$ cat config.mk
export PLATFORM = sky130hd
export DESIGN_NAME = lsu_req_fsm_flat
export DESIGN_NICKNAME = d
export VERILOG_FILES = /design/src/rtl/lsu_req_if.sv /design/src/rtl/lsu_req_fsm.sv /design/src/flat_wrapper.sv
export SDC_FILE = /design/constraint.sdc
export NUM_CORES = 1
export LEC_CHECK = 0
export ABC_AREA = 1
export CAP_MARGIN = 25
export CORE_AREA = 2 2 156 158
export DETAILED_ROUTE_END_ITERATION = 6
export DIE_AREA = 0 0 158 160
export PLACE_DENSITY = 0.75
export SYNTH_ARGS = -nofsm -noshare
export SYNTH_HDL_FRONTEND = slang
export SYNTH_SLANG_ARGS = --single-unit
export TNS_END_PERCENT = 50
$ cat constraint.sdc
create_clock -name clk -period 2.9 [get_ports clk]
set_input_delay 0.29 -clock clk [delete_from_list [all_inputs] [get_ports clk]]
set_output_delay 0.29 -clock clk [all_outputs]
set_load 0.02 [all_outputs]
$ cat src/rtl/lsu_req_if.sv
// Request/response/memory bundle for the LSU request sequencer.
// slave = the sequencer side, master = core/memory environment side.
interface lsu_req_if;
    logic        req_valid;
    logic        req_ready;
    logic        req_wen;
    logic [2:0]  req_funct3;
    logic [63:0] req_addr;
    logic [63:0] req_wdata;

    logic        resp_valid;
    logic        resp_ready;
    logic [63:0] resp_rdata;
    logic        resp_err;

    logic        mem_en;
    logic        mem_rw;
    logic [63:0] mem_addr;
    logic [3:0]  mem_len;
    logic [63:0] mem_dataIn;
    logic [63:0] mem_dataOut;

    modport slave (
        input  req_valid, req_wen, req_funct3, req_addr, req_wdata,
        input  resp_ready, mem_dataOut,
        output req_ready, resp_valid, resp_rdata, resp_err,
        output mem_en, mem_rw, mem_addr, mem_len, mem_dataIn
    );

    modport master (
        output req_valid, req_wen, req_funct3, req_addr, req_wdata,
        output resp_ready, mem_dataOut,
        input  req_ready, resp_valid, resp_rdata, resp_err,
        input  mem_en, mem_rw, mem_addr, mem_len, mem_dataIn
    );
endinterface

$ cat src/rtl/lsu_req_fsm.sv
// Single-outstanding load/store sequencer: capture, one-cycle memory issue, fixed-latency wait, response hold.
// Define LSU_MISALIGN_CHECK_EN to reject accesses whose address is not aligned to their length.
//
// state    | meaning
// ST_IDLE  | ready for a request; captures it on req_valid
// ST_ISSUE | single-cycle memory strobe from captured request
// ST_WAIT  | down-count LATENCY-1..0, sample mem_dataOut at 0
// ST_RESP  | hold response until resp_ready
module lsu_req_fsm #(
    parameter int unsigned LATENCY = 1
) (
    input logic     clk,
    input logic     rst_n,
    lsu_req_if.slave bus
);

    typedef enum logic [1:0] {
        ST_IDLE  = 2'd0,
        ST_ISSUE = 2'd1,
        ST_WAIT  = 2'd2,
        ST_RESP  = 2'd3
    } state_t;

    localparam logic [3:0] CNT_INIT = 4'(LATENCY - 1);

    state_t      state;
    state_t      state_nxt;
    logic [3:0]  cnt_q;
    logic        wen_q;
    logic [2:0]  funct3_q;
    logic [63:0] addr_q;
    logic [63:0] wdata_q;
    logic [3:0]  len_q;
    logic [63:0] rdata_q;
    logic        err_q;

    logic        accept;
    logic        sample;
    logic        illegal_type;
    logic        illegal;
    logic [3:0]  len_req;
    logic [63:0] load_ext;

    assign len_req      = 4'd1 << bus.req_funct3[1:0];
    assign illegal_type = bus.req_wen ? bus.req_funct3[2] : (bus.req_funct3 == 3'b111);

`ifdef LSU_MISALIGN_CHECK_EN
    logic misalign;
    assign misalign = (bus.req_addr[3:0] & (len_req - 4'd1)) != 4'd0;
    assign illegal  = illegal_type | misalign;
`else
    assign illegal  = illegal_type;
`endif

    assign accept = (state == ST_IDLE) && bus.req_valid;
    assign sample = (state == ST_WAIT) && (cnt_q == 4'd0);

    always_comb begin
        load_ext = 64'd0;
        case (funct3_q)
            3'b000:  load_ext = {{56{bus.mem_dataOut[7]}},  bus.mem_dataOut[7:0]};
            3'b001:  load_ext = {{48{bus.mem_dataOut[15]}}, bus.mem_dataOut[15:0]};
            3'b010:  load_ext = {{32{bus.mem_dataOut[31]}}, bus.mem_dataOut[31:0]};
            3'b011:  load_ext = bus.mem_dataOut;
            3'b100:  load_ext = {56'd0, bus.mem_dataOut[7:0]};
            3'b101:  load_ext = {48'd0, bus.mem_dataOut[15:0]};
            3'b110:  load_ext = {32'd0, bus.mem_dataOut[31:0]};
            default: load_ext = 64'd0;
        endcase
    end

    always_ff @(posedge clk or negedge rst_n) begin
        if (!rst_n) state <= ST_IDLE;
        else        state <= state_nxt;
    end

    always_comb begin
        state_nxt      = state;
        bus.req_ready  = 1'b0;
        bus.mem_en     = 1'b0;
        bus.resp_valid = 1'b0;
        case (state)
            ST_IDLE: begin
                bus.req_ready = 1'b1;
                if (bus.req_valid) state_nxt = illegal ? ST_RESP : ST_ISSUE;
            end
            ST_ISSUE: begin
                bus.mem_en = 1'b1;
                state_nxt  = ST_WAIT;
            end
            ST_WAIT: begin
                if (cnt_q == 4'd0) state_nxt = ST_RESP;
            end
            ST_RESP: begin
                bus.resp_valid = 1'b1;
                if (bus.resp_ready) state_nxt = ST_IDLE;
            end
            default: state_nxt = ST_IDLE;
        endcase
    end

    always_ff @(posedge clk or negedge rst_n) begin
        if (!rst_n) begin
            cnt_q    <= 4'd0;
            wen_q    <= 1'b0;
            funct3_q <= 3'd0;
            addr_q   <= 64'd0;
            wdata_q  <= 64'd0;
            len_q    <= 4'd0;
            rdata_q  <= 64'd0;
            err_q    <= 1'b0;
        end else begin
            if (accept) begin
                wen_q    <= bus.req_wen;
                funct3_q <= bus.req_funct3;
                addr_q   <= bus.req_addr;
                wdata_q  <= bus.req_wdata;
                len_q    <= len_req;
                err_q    <= illegal;
                rdata_q  <= 64'd0;
            end
            if (state == ST_ISSUE)
                cnt_q <= CNT_INIT;
            else if ((state == ST_WAIT) && (cnt_q != 4'd0))
                cnt_q <= cnt_q - 4'd1;
            // Stores complete with zero data; loads return the extended memory word.
            if (sample)
                rdata_q <= wen_q ? 64'd0 : load_ext;
        end
    end

    assign bus.mem_rw     = wen_q;
    assign bus.mem_addr   = addr_q;
    assign bus.mem_len    = len_q;
    assign bus.mem_dataIn = wdata_q;
    assign bus.resp_rdata = rdata_q;
    assign bus.resp_err   = err_q;

endmodule

$ cat src/flat_wrapper.sv
// flat-port wrapper written by rule: the top's interface ports become plain ports
module lsu_req_fsm_flat 
#(
    parameter int unsigned LATENCY = 1
)
  (clk, rst_n, bus_req_valid, bus_req_wen, bus_req_funct3, bus_req_addr, bus_req_wdata, bus_resp_ready, bus_mem_dataOut, bus_req_ready, bus_resp_valid, bus_resp_rdata, bus_resp_err, bus_mem_en, bus_mem_rw, bus_mem_addr, bus_mem_len, bus_mem_dataIn);
  lsu_req_if bus_i ();
  input logic clk;
  input logic rst_n;
  input wire logic [$bits(bus_i.req_valid)-1:0] bus_req_valid;
  input wire logic [$bits(bus_i.req_wen)-1:0] bus_req_wen;
  input wire logic [$bits(bus_i.req_funct3)-1:0] bus_req_funct3;
  input wire logic [$bits(bus_i.req_addr)-1:0] bus_req_addr;
  input wire logic [$bits(bus_i.req_wdata)-1:0] bus_req_wdata;
  input wire logic [$bits(bus_i.resp_ready)-1:0] bus_resp_ready;
  input wire logic [$bits(bus_i.mem_dataOut)-1:0] bus_mem_dataOut;
  output wire logic [$bits(bus_i.req_ready)-1:0] bus_req_ready;
  output wire logic [$bits(bus_i.resp_valid)-1:0] bus_resp_valid;
  output wire logic [$bits(bus_i.resp_rdata)-1:0] bus_resp_rdata;
  output wire logic [$bits(bus_i.resp_err)-1:0] bus_resp_err;
  output wire logic [$bits(bus_i.mem_en)-1:0] bus_mem_en;
  output wire logic [$bits(bus_i.mem_rw)-1:0] bus_mem_rw;
  output wire logic [$bits(bus_i.mem_addr)-1:0] bus_mem_addr;
  output wire logic [$bits(bus_i.mem_len)-1:0] bus_mem_len;
  output wire logic [$bits(bus_i.mem_dataIn)-1:0] bus_mem_dataIn;
  assign bus_i.req_valid = bus_req_valid;
  assign bus_i.req_wen = bus_req_wen;
  assign bus_i.req_funct3 = bus_req_funct3;
  assign bus_i.req_addr = bus_req_addr;
  assign bus_i.req_wdata = bus_req_wdata;
  assign bus_i.resp_ready = bus_resp_ready;
  assign bus_i.mem_dataOut = bus_mem_dataOut;
  assign bus_req_ready = bus_i.req_ready;
  assign bus_resp_valid = bus_i.resp_valid;
  assign bus_resp_rdata = bus_i.resp_rdata;
  assign bus_resp_err = bus_i.resp_err;
  assign bus_mem_en = bus_i.mem_en;
  assign bus_mem_rw = bus_i.mem_rw;
  assign bus_mem_addr = bus_i.mem_addr;
  assign bus_mem_len = bus_i.mem_len;
  assign bus_mem_dataIn = bus_i.mem_dataIn;
  lsu_req_fsm #(.LATENCY(LATENCY)) u_core (.clk(clk), .rst_n(rst_n), .bus(bus_i));
endmodule
==> flow_metrics.tcl <==
set metrics [dict create \
    crit_arrival_ns 2.02 \
    finalMaxSlewViolations 0 \
    drtAntennaViolNets 0 \
    timing.rr.end "u_core.bus.resp_rdata[58]" \
    worstSetupStartpointType "register" \
    worstSetupPathType "register to output port" \
    setup_ws_ns 0.590 \
    post_dp_cell_area_um2 13000 \
    wl_per_cell_um 16.0 \
    max_freq_ghz 0.433 \
    holdWs_ns 0.302 \
    r2r_start "u_core.funct3_q[0]" \
    ir_drop_mv 0.708 \
    drive_gt1_share_pct 4.65 \
    cts.clk_slew.worst_paths_ns 0.06 \
    die_h_um 160 \
    post-route-period-util_pct 79.6 \
    required_ns 2.61 \
    syn_area_per_cell_um2 8.35 \
    hold_start "bus_req_addr[26]" \
    final_area_um2 13800 \
    p_seq_share_pct 31.4 \
    drt_iter0_drc 647 \
    outcome "complete, no violations" \
    layout_common_cells "nand2_1, clkdlybuf4s50_1, dfrtp_1" \
    critical-path-top-delay-family "buffers and inverters" \
    grt_pass1_vias 8339 \
    synth_cell_types 22 \
    grt_max_degree 134 \
    io_buffer_count 400 \
    swShare_pct 40.9 \
    ys_seq_area_share_pct 59.2 \
    via_count 8337 \
    antenna_found_initial 2 \
    placementRows 57 \
    clk_path_buf_depth 3 \
    r2r_slack_ns 0.82 \
    crit_fanout 5 \
    cp-end-kind "output port" \
    clock_sinks 207 \
    slew_headroom_pct 50.1 \
    place_hpwl_um 19100 \
    io_pins 401 \
    p_per_area_nw_per_um2 1160 \
    start_util_pct 36.7 \
    grt_overflow 0 \
    hold_path_depth 3 \
    cts_setup_buffers 0 \
    power_w 0.0160 \
    drv_cap 0 \
    min_path_type "input pin to register" \
    min_to "u_core.bus.mem_addr[26]" \
    drt-total-wl_um 28300 \
    die_w_um 158 \
    cts_tree "built" \
    final_common_cell "nand2_1" \
    netlist_instances 1048 \
    skew_ns 0.0131 \
    core_um2 23800 \
    grt_usage_pct 22.0 \
    p_leak_nw 6.88 \
    htreeDepth 1 \
    drt_drc_violations_left 0 \
    yosys_warnings 0 \
    p_sw_w 0.00656 \
    synth_nets 1253 \
    syn_to_final_growth_pct 57.6 \
    nNetsFinal 1630 \
    finalSetupViolations 0 \
    worstRegToRegCells 6 \
    grt_pass1_wl_um 44500 \
    path_cells "inv_1, ha_1, clkdlybuf4s50_1" \
    cpMaxStageDelayCell "clkdlybuf4s50_1" \
    tns_ns 0 \
    post-place-ws_ns 0.863 \
    cts_root_buf "clkbuf_16" \
    syn-cell-area_um2 8750 \
    die_area_um2 25300 \
    fin_crit_ns 2.31 \
    ys_ff_latch 207 \
    critPathBufInv 2 \
    dr.pass1.iters 5 \
    clockPowerShare_pct 19.1 \
    pwr-share-comb_pct 49.5 \
    rsz0062_at_grt "false" \
    cts_buffers 24 \
    vias_per_cell 4.72 \
    insertion_delay_ns 0.52 \
    cpPeakStageDelay_ns 0.72 \
    p_int_w 0.00948 \
    max_slew.worst_pin.slew_ns 0.749 \
    gp_congestion 0.808 \
    hold_violations 0 \
]
synth_stat cells (all sizes together):
library cell / number / share of area [%]
o21ai: 12 / 0.69
inv: 17 / 0.73
nor2: 7 / 0.74
nand2: 620 / 27
nand3: 73 / 4.2
o22ai: 1 / 0.072
xor2: 1 / 0.10
clkbuf: 24 / 1.0
or2: 1 / 0.072
ha: 5 / 0.72
dfrtp: 207 / 59
a21oi: 2 / 0.11
clkinv: 1 / 0.057
buf: 41 / 3.0
nand4: 35 / 2.5
o211a: 1 / 0.11
worst max-delay path by stage:
| stage | start | endpoint | slack (ns) | depth (start not counted) |
|---|---|---|---|---|
| floorplan | u_core.state[0] | u_core.bus.mem_dataIn[13] | 1.28 | 8 |
| global placement | bus_req_valid | u_core.bus.resp_rdata[58] | 0.82 | 6 |
| detailed placement | u_core.funct3_q[0] | u_core.bus.resp_rdata[58] | 0.86 | 6 |
| CTS | u_core.state[1] | bus_req_ready | 0.55 | 3 |
| global route | u_core.state[1] | bus_req_ready | 0.53 | 3 |
| finish | u_core.state[1] | bus_req_ready | 0.59 | 3 |
state kept, by name, summed over array words and instances (netlist names):
signal / cells
u_core.bus.mem_len: 4
u_core.funct3_q: 3
u_core.bus.resp_err: 1
u_core.bus.resp_rdata: 64
u_core.bus.mem_addr: 64
u_core.bus.mem_dataIn: 64
u_core.cnt_q: 4
u_core.bus.mem_rw: 1
u_core.state: 2
power by group through the flow:
stage          Sequential [W]  Clock [W]  Combinational (W)
2_1_floorplan         0.00651          0            0.00274
3_3_place_gp          0.00502          0            0.00786
3_5_place_dp          0.00502          0            0.00802
4_1_cts               0.00503    0.00313            0.00805
5_1_grt               0.00520    0.00324            0.00866
6_report              0.00503    0.00306            0.00795
tightest hold or removal path, stage by stage:
cell,delay [ns]
clkdlybuf4s50_1,0.39
nand2_1,0.06
nand2_1,0.04
per-layer routing:
layer / track usage [%] / share of wire [%]
met1: 28.0 / 40
met2: 36.2 / 47
met3: 5.97 / 9.2
met4: 6.96 / 3.3
met5: 0 / 0.046
area by class of cell:
class	count	area, µm²
clock buffer	35	693
timing repair buffer	416	4180
sequential	207	5180
fill	2138	10000
tap	324	405
inverter	18	71.3
clock inverter	8	96.3
antenna	1	2.50
multi-input combinational	758	3160
cells by family after synthesis:
group                      Yosys count  share of synthesized area, %
xor gates and xnor gates             1                         0.100
buffers and inverters               83                          4.81
and+or+nand+nor                    736                          34.2
AOI/OAI and AO/OA                   16                         0.987
DFF                                207                          59.2
adders and majority gates            5                         0.715
stage by stage:
step	utilization, %	std cells
2_1_floorplan	-	1048
3_3_place_gp	54.4	1721
3_5_place_dp	54.5	1722
4_1_cts	57.9	1766
5_1_grt	57.9	1767
6_report	57.9	1767
what timing repair did:
action | 4_1_cts | 5_1_grt
gates resized for setup | 0 | 0
endpoints found under the hold margin | 90 | 0
endpoints found under the setup margin | 0 | 0
hold buffers | 1 | 0
No activity file was read; power rests on OpenSTA's default activity.
